===== config.mk =====
export PLATFORM = sky130hd
export DESIGN_NAME = acq_mem_ctrl
export DESIGN_NICKNAME = d
export VERILOG_FILES = /design/src/rtl/acq_pkg.sv /design/src/rtl/acq_inc_pulser.sv /design/src/rtl/acq_mem_ctrl.sv
export SDC_FILE = /design/constraint.sdc
export NUM_CORES = 1
export LEC_CHECK = 0
export ABC_AREA = 1
export BUFFER_PORTS_ARGS = -buffer_cell sky130_fd_sc_hd__buf_4
export CORE_MARGIN = 8
export CORE_UTILIZATION = 54
export CTS_BUF_LIST = sky130_fd_sc_hd__clkbuf_8
export DETAILED_ROUTE_END_ITERATION = 8
export PLACE_DENSITY = 0.8
export SYNTH_ARGS = -nofsm -noshare
export SYNTH_HDL_FRONTEND = slang
export SYNTH_SLANG_ARGS = --single-unit

===== constraint.sdc =====
create_clock -name new_clk -period 1.4 [get_ports new_clk]
set_clock_uncertainty 0.05 [all_clocks]
set_input_delay 0.07 -clock new_clk [delete_from_list [all_inputs] [get_ports new_clk]]
set_output_delay 0.07 -clock new_clk [all_outputs]
set_load 0.05 [all_outputs]

===== src/rtl/acq_pkg.sv =====
// rtl/acq_pkg.sv - shared sizes and sequencer states for the acquisition buffer controller
package acq_pkg;

    localparam int ACQ_ADDR_W = 2;
    localparam int ACQ_DATA_W = 2;
    localparam int ACQ_DEPTH  = 4;

    typedef enum logic [2:0] {
        ALIGN,
        IDLE,
        WAIT_S,
        WRITE,
        INC,
        RD_REQ,
        RD_WAIT,
        OUT
    } acq_state_t;

endpackage


===== src/rtl/acq_inc_pulser.sv =====
// rtl/acq_inc_pulser.sv - registered single-cycle mem_inc pulses, always separated by a low cycle
module acq_inc_pulser (
    input  logic new_clk,
    input  logic reset,
    input  logic trig,
    output logic pulse
);

    // A request arriving while the pulse is high is dropped, so the memory's edge detector always sees a gap.
    always_ff @(posedge new_clk or posedge reset) begin
        if (reset) begin
            pulse <= 1'b0;
        end else begin
            pulse <= trig && !pulse;
        end
    end

endmodule


===== src/rtl/acq_mem_ctrl.sv =====
// rtl/acq_mem_ctrl.sv - aligns the buffer pointer, captures one burst, streams it to the host
module acq_mem_ctrl
    import acq_pkg::*;
#(
    parameter int ADDR_W = ACQ_ADDR_W,
    parameter int DATA_W = ACQ_DATA_W,
    parameter int DEPTH  = ACQ_DEPTH
) (
    input  logic              new_clk,
    input  logic              reset,
    input  logic              start,
    input  logic              sample_valid,
    output logic              sample_ack,
    output logic [DATA_W-1:0] rd_data,
    output logic              rd_valid,
    input  logic              rd_ready,
    output logic              mem_write,
    output logic              mem_read,
    output logic              mem_inc,
    output logic [ADDR_W-1:0] mem_address,
    input  logic [DATA_W-1:0] mem_data_out,
    input  logic              mem_full,
    output logic              busy,
    output logic              done
);

    localparam logic [ADDR_W-1:0] LAST = ADDR_W'(DEPTH - 1);

    acq_state_t        state;
    acq_state_t        next_state;
    logic [ADDR_W-1:0] wcnt;
    logic [ADDR_W-1:0] wcnt_nxt;
    logic [ADDR_W-1:0] rcnt;
    logic [ADDR_W-1:0] rcnt_nxt;
    logic              align_seen;
    logic              align_final;
    logic              inc_trig;

    always_comb begin
        next_state = state;
        wcnt_nxt   = wcnt;
        rcnt_nxt   = rcnt;
        unique case (state)
            ALIGN:   if (mem_inc && align_final) next_state = IDLE;
            IDLE: begin
                if (start) begin
                    wcnt_nxt   = '0;
                    next_state = WAIT_S;
                end
            end
            WAIT_S:  if (sample_valid) next_state = WRITE;
            WRITE:   next_state = INC;
            INC: begin
                if (wcnt == LAST) begin
                    rcnt_nxt   = '0;
                    next_state = RD_REQ;
                end else begin
                    wcnt_nxt   = wcnt + 1'b1;
                    next_state = WAIT_S;
                end
            end
            RD_REQ:  next_state = RD_WAIT;
            RD_WAIT: next_state = OUT;
            OUT: begin
                if (rd_ready) begin
                    if (rcnt == LAST) begin
                        next_state = IDLE;
                    end else begin
                        rcnt_nxt   = rcnt + 1'b1;
                        next_state = RD_REQ;
                    end
                end
            end
            default: next_state = ALIGN;
        endcase
    end

    // ALIGN pulses on every low cycle; the final pulse is the one that follows the first full sighting.
    assign inc_trig = ((state == ALIGN) && !mem_inc) || (next_state == INC);

    acq_inc_pulser u_inc_pulser (
        .new_clk (new_clk),
        .reset   (reset),
        .trig    (inc_trig),
        .pulse   (mem_inc)
    );

    // Outputs are decoded from next_state and registered so they line up with the state they belong to.
    always_ff @(posedge new_clk or posedge reset) begin
        if (reset) begin
            state       <= ALIGN;
            wcnt        <= '0;
            rcnt        <= '0;
            align_seen  <= 1'b0;
            align_final <= 1'b0;
            sample_ack  <= 1'b0;
            mem_write   <= 1'b0;
            mem_read    <= 1'b0;
            mem_address <= '0;
            rd_valid    <= 1'b0;
            rd_data     <= '0;
            busy        <= 1'b0;
            done        <= 1'b0;
        end else begin
            state <= next_state;
            wcnt  <= wcnt_nxt;
            rcnt  <= rcnt_nxt;
            if ((state == ALIGN) && !mem_inc) begin
                align_seen <= 1'b1;
                if (align_seen && mem_full) begin
                    align_final <= 1'b1;
                end
            end
            sample_ack  <= (next_state == WRITE);
            mem_write   <= (next_state == WRITE);
            mem_read    <= (next_state == RD_REQ);
            mem_address <= (next_state == RD_REQ) ? rcnt_nxt : '0;
            rd_valid    <= (next_state == OUT);
            if (state == RD_WAIT) begin
                rd_data <= mem_data_out;
            end
            busy <= (next_state != IDLE);
            done <= (state == OUT) && rd_ready && (rcnt == LAST);
        end
    end

endmodule

==> results of run 1 <==
==> logic make-up (layout without fill, tap and decap cells) <==
| logic type | Yosys count | count (layout) | synth area share (%) |
|---|---|---|---|
| flops | 19 | 19 | 54.68 |
| fa+ha+maj | 1 | 1 | 1.439 |
| mux | 2 | 2 | 2.590 |
| compound gates | 7 | 7 | 5.323 |
| buf+inv | 22 | 50 | 10.36 |
| simple gates | 43 | 43 | 25.61 |
==> critical path, cell delays in order, from the launching register on <==
cell	delay, ns
dfrtp_2	0.49
nor2_4	0.15
nand3_2	0.12
nand2_1	0.11
nor2_1	0.06
nand2_1	0.11
nand3_2	0.09
nor2_1	0.10
==> final timing paths <==
check,start,end,slack [ns],depth (start not counted)
worst max-delay path,state[1]$_DFF_PP0_,mem_address[0]$_DFF_PP0_,0.05,7
worst min-delay path,mem_data_out[0],rd_data[0]$_DFFE_PP0N_,0.002,2
worst max register to register,state[1]$_DFF_PP0_,mem_address[0]$_DFF_PP0_,0.05,7
worst min register to register,align_final$_DFFE_PP0P_,align_final$_DFFE_PP0P_,0.42,1
max in group asynchronous,reset,state[1]$_DFF_PP0_,0.75,4
min in group asynchronous,reset,busy$_DFF_PP0_,0.33,4
==> synth_stat cells <==
cell type  instances  area [um2]
a21oi_1            1       5.000
a22oi_1            1       7.510
a31o_2             1       8.760
buf_4              2       15.01
dfrtp_1           19       475.5
ha_1               1       12.51
inv_1             17       63.81
inv_2              3       11.26
mux2_2             2       22.52
nand2_1           15       56.30
nand2_2            2       12.51
nand3_1            9       45.04
nand3_2            4       40.04
nand4_1            2       12.51
nor2_1             4       15.01
nor2_2             4       25.02
nor3_1             2       10.01
o211ai_1           1       7.510
o21a_1             1       7.510
o21ai_0            1       5.000
o21ai_1            1       5.000
or2_2              1       6.260
==> state kept, by name, indices dropped and copies added (netlist names) <==
name / cells
rd_data: 2
wcnt: 2
align_final: 1
mem_address: 2
busy: 1
rcnt: 2
state: 3
rd_valid: 1
align_seen: 1
mem_write: 1
done: 1
mem_read: 1
u_inc_pulser.pulse: 1
==> routing by layer <==
layer	vias up	global-route usage (%)
li1	355	-
met1	333	11.87
met2	29	19.02
met3	6	4.566
met4	0	3.093
met5	-	0
==> cell type report <==
cell class | instances | share of cell area (%)
clock buffer | 3 | 3.579
multi-input combinational | 53 | 28.63
inverter | 20 | 6.508
sequential | 19 | 41.54
clock inverter | 1 | 0.4338
tap | 16 | 1.735
timing repair buffer | 26 | 17.57
==> through the flow <==
stage          utilization (%)  setup TNS, ns  total power [mW]
2_1_floorplan                -              0             1.736
3_3_place_gp             67.52              0             1.992
3_5_place_dp             67.52       -0.08429             2.025
4_1_cts                  72.67              0             2.419
5_1_grt                  76.58       -0.04682             2.714
6_report                 76.58              0             2.562
==> timing repair <==
| action | 4_1_cts | 5_1_grt |
|---|---|---|
| hold endpoints to repair | 21 | 0 |
| buffers inserted | 0 | 4 |
| pin swaps | 0 | 1 |
| hold buffers | 3 | 0 |
| resized for setup | 1 | 9 |
| cloned | 0 | 0 |
| setup endpoints to repair | 4 | 4 |
==> power by group through the flow <==
| stage | combinational [mW] | sequential, mW | clock (mW) |
|---|---|---|---|
| final | 1.26 | 0.915 | 0.382 |
| after global routing | 1.37 | 0.933 | 0.413 |
| after CTS | 1.14 | 0.894 | 0.385 |
| after detailed placement | 1.12 | 0.901 | 0 |
| after global placement | 1.10 | 0.892 | 0 |
| after floorplan | 0.599 | 1.14 | 0 |
==> run_results.csv, run 1 <==
group,metric,value,unit
outcome,status,"complete, no violations",
cts,clk_latency,0.26,ns
cts,tritoncts,"done",
timing,slew_viol_final,0,
grt,overflow,0,
timing,post-route-period-util,96.26,%
detailed_routing,highest_layer,"met4",
power,p_int,1.374,mW
floorplanning,rows,14,
power,power.density,2221,mW/mm2
cts,root_buffer,"clkbuf_8",
grt,grt_util_all_layers,10.99,%
cts,clock_sinks,19,
flow_run,cap_violations,0,
floorplanning,start_util,57.72,%
final_layout,final_nets,132,
power,max-vdd-ir-drop,1376,uV
detailed_routing,first_pass_iters,4,
timing,worst_slew_pin_slew,0.2226,ns
grt,grt_first_pass_wirelength,2.863,mm
place,numPortBuffers,18,
synthesis,ys_seq_area_share,54.68,%
power,clock_power_share,14.9,%
synthesis,ys_ff_latch,19,
grt,grt_max_degree,20,
timing,max_slew_margin,85.05,%
worst_setup_path,crit_arrival,1.49,ns
timing,finalHoldViolations,0,
synthesis,ys_types,22,
floorplanning,fp.dieH,56.13,um
worst_setup_path,setup.worst_path.start_class,"flop",
floorplanning,io_pins,19,
cts,cts_buffers,3,
timing,whs,0.002496,ns
synthesis,netlist_area,869.6,um2
power,p_seq_share,35.7,%
grt,first_global_vias,660,
timing,fin_ws,0.05240,ns
final_layout,mostFrequentLayoutCells,"23 x buf_4, 16 x inv_1, 16 x dfrtp_1",
detailed_routing,drc_errors,0,
place,detailedPlacementHpwl,1.295,mm
place,gp_congestion,0.8631,
detailed_routing,drt_iter0_markers,19,
place,placed_cell_area,0.001017,mm2
power,swShare,46.35,%
final_layout,final_cells,138,
detailed_routing,postRouteAntennaNets,0,
detailed_routing,wl_met1,738,um
final_layout,multi_input_area,330.3,um2
floorplanning,dieArea,0.003151,mm2
worst_setup_path,crit_fanout,7,
final_layout,drive_gt1_share,41.80,%
final_layout,finalInstanceArea,0.001154,mm2
place,dp.cells,127,
worst_hold_path,hp-class,"in -> reg",
final_layout,final-seq-area,479.2,um2
timing,fmax,742.1,MHz
detailed_routing,dr_wl_met3,121,um
cts,clock_path_buffers,2,
synthesis,syn-num-nets,103,
final_layout,antenna_cells,0,
power,leakage,0.6278,nW
place,pre_cts_slack,-0.04573,ns
cts,clk_pin_slew,0.07,ns
grt,antenna_found_initial,0,
detailed_routing,vias,723,
worst_setup_path,crit_type,"reg -> reg",
detailed_routing,routed_wl,1.851,mm
cts,htree_levels,1,
synthesis,synthCells,94,
detailed_routing,met2WireLength,945,um
final_layout,layout_commonest_cell,"buf_4",
timing,setup_violations,0,
power,p_switching,1.187,mW
worst_setup_path,required,1.54,ns
detailed_routing,vias_per_cell,5.239,
final_layout,nFillCells,101,
synthesis,synth_warnings,0,
final_layout,syn_to_final_growth,32.66,%
floorplanning,core_area,0.001506,mm2
synthesis,synth_area_per_cell,9.251,um2
worst_setup_path,cp-end-kind,"flop",
floorplanning,die-width,56.13,um
timing,period_needed,1.348,ns
power,p_comb_share,49.4,%
detailed_routing,wl_per_cell,13.41,um
No activity file was read; power rests on OpenSTA's default activity.
==> run 2: changes to the inputs <==
- BUFFER_PORTS_ARGS: -buffer_cell sky130_fd_sc_hd__buf_4 -> unset
- CORE_UTILIZATION: 54 -> 58
- DONT_BUFFER_PORTS: unset -> 1
- PLACE_DENSITY: 0.8 -> 0.75
==> run 2 against run 1 <==
  * Combinational power is 20% lower
  * Fmax down 1.7%
  * Sequential cell count did not move
  * Critical endpoint unchanged
  * Cell area down 9.5%
  * Die area down 5.0%
  * Global-route usage increased by 2.5 points
  * Critical path type unchanged
==> run_results.csv, run 2 (same netlist as run 1, synthesis figures left out) <==
group,metric,value,unit
outcome,status,"complete, no violations",
floorplanning,rows,14,
final_layout,syn_to_final_growth,20.00,%
grt,antenna_found_initial,0,
worst_setup_path,setup.worst_path.start_class,"flop",
final_layout,largest_reg_flops,3,
cts,clk_latency,0.26,ns
final_layout,nFillCells,98,
grt,grt_util_all_layers,13.48,%
detailed_routing,vias,687,
cts,cts_buffers,3,
timing,worst_slew_pin_slew,0.4680,ns
timing,fin_ws,0.02921,ns
worst_setup_path,crit_arrival,1.51,ns
power,power.density,2288,mW/mm2
cts,clk_pin_slew,0.07,ns
cts,clock_sinks,19,
floorplanning,io_pins,19,
detailed_routing,drt_iter0_markers,13,
worst_setup_path,crit_type,"reg -> reg",
final_layout,final-seq-area,479.2,um2
detailed_routing,routed_wl,1.811,mm
place,gp_congestion,0.8537,
final_layout,mostFrequentLayoutCells,"17 x inv_1, 16 x dfrtp_1, 15 x nand2_1",
detailed_routing,drc_errors,0,
timing,period_needed,1.371,ns
final_layout,top_register,"state",
floorplanning,fp.dieH,54.72,um
cts,htree_levels,1,
timing,whs,0.05981,ns
power,leakage,0.5582,nW
grt,grt_max_degree,20,
floorplanning,die-width,54.72,um
timing,post-route-period-util,97.91,%
worst_setup_path,crit_path_top_delay_cell,"dfrtp_2",
grt,overflow,0,
place,numPortBuffers,0,
worst_setup_path,critical_path.max_stage_delay,0.47,ns
floorplanning,core_area,0.001454,mm2
cts,clock_path_buffers,2,
timing,finalHoldViolations,0,
grt,first_global_vias,658,
final_layout,drive_gt1_share,29.36,%
detailed_routing,wl_per_cell,14.49,um
detailed_routing,postRouteAntennaNets,0,
detailed_routing,vias_per_cell,5.496,
place,dp.cells,113,
flow_run,cap_violations,0,
timing,fmax,729.5,MHz
worst_setup_path,crit_chain,"nand2_2, inv_2, o21ai_1, nand3_1, nor2_2, nand3_2, nor2_1",
floorplanning,start_util,59.81,%
detailed_routing,first_pass_iters,4,
final_layout,layout_commonest_cell,"inv_1",
power,max-vdd-ir-drop,1282,uV
timing,slew_viol_final,0,
place,pre_cts_slack,0.009721,ns
timing,max_slew_margin,68.82,%
final_layout,multi_input_area,311.5,um2
final_layout,final_nets,119,
final_layout,final_cells,125,
final_layout,utilization,71.77,%
timing,setup_violations,0,
final_layout,antenna_cells,0,
power,total_power,2.388,mW
worst_setup_path,cp-end-kind,"flop",
worst_setup_path,cp_top_family,"simple AND/OR/NAND/NOR gates",
cts,tritoncts,"done",
grt,grt_first_pass_wirelength,2.780,mm
place,detailedPlacementHpwl,1.273,mm
worst_setup_path,crit_fanout,7,
worst_hold_path,hp-class,"in -> reg",
worst_setup_path,required,1.54,ns
floorplanning,dieArea,0.002994,mm2
worst_setup_path,path_buf_inv,1,
cts,root_buffer,"clkbuf_8",
[run 2: through the flow]
stage	TNS [ns]	instance area [um2]
after detailed placement	0	912.1
final	0	1044
after global routing	-0.1101	1044
after floorplan	0	869.6
after global placement	0	912.1
after CTS	0	1018
[run 2: worst register-to-register path, cell delays in order, from the launching register on]
cell	delay (ns)
dfrtp_2	0.47
nand2_2	0.12
inv_2	0.05
o21ai_1	0.11
nand3_1	0.14
nor2_2	0.18
nand3_2	0.10
nor2_1	0.09
[run 2: path summary, 6_finish.rpt]
check,startpoint,endpoint,slack [ns],cells past startpoint
min in group asynchronous,reset,mem_read$_DFF_PP0_,0.23,3
worst min register to register,align_seen$_DFFE_PP0P_,align_seen$_DFFE_PP0P_,0.42,1
worst min-delay path,start,wcnt[1]$_DFFE_PP0P_,0.06,3
worst max register to register,state[1]$_DFF_PP0_,mem_address[0]$_DFF_PP0_,0.03,7
max in group asynchronous,reset,state[2]$_DFF_PP0_,0.86,3
worst max-delay path,state[1]$_DFF_PP0_,mem_address[0]$_DFF_PP0_,0.03,7
[run 2: power breakdown]
part           total [mW]  leakage (nW)  internal [mW]  switching [mW]
Clock               0.369        0.0269          0.195           0.174
Combinational        1.01         0.303          0.337           0.672
Sequential           1.01         0.228          0.736           0.275
Total                2.39         0.558           1.27            1.12
[run 2: final cells by class]
type                       count  area share [%]
multi-input combinational     53           29.86
inverter                      20           7.194
clock buffer                   3           3.957
tap                           16           1.918
timing repair buffer          13           10.79
clock inverter                 1          0.3597
sequential                    19           45.92
[run 2: layer usage]
| layer | routed length [um] | global-route usage, % | up-vias |
|---|---|---|---|
| met4 | 64 | 11.07 | 0 |
| li1 | - | - | 325 |
| met5 | 0 | 0 | - |
| met1 | 667 | 13.69 | 330 |
| met3 | 121 | 4.891 | 6 |
| met2 | 957 | 21.70 | 26 |
[run 2: what timing repair did]
item                                    CTS  global route
hold endpoints to repair                 26             0
buffers inserted                          0             2
resized for setup                         1             5
pin swaps                                 0             4
hold buffers                              6             0
cloned                                    0             0
endpoints found under the setup margin    4             4
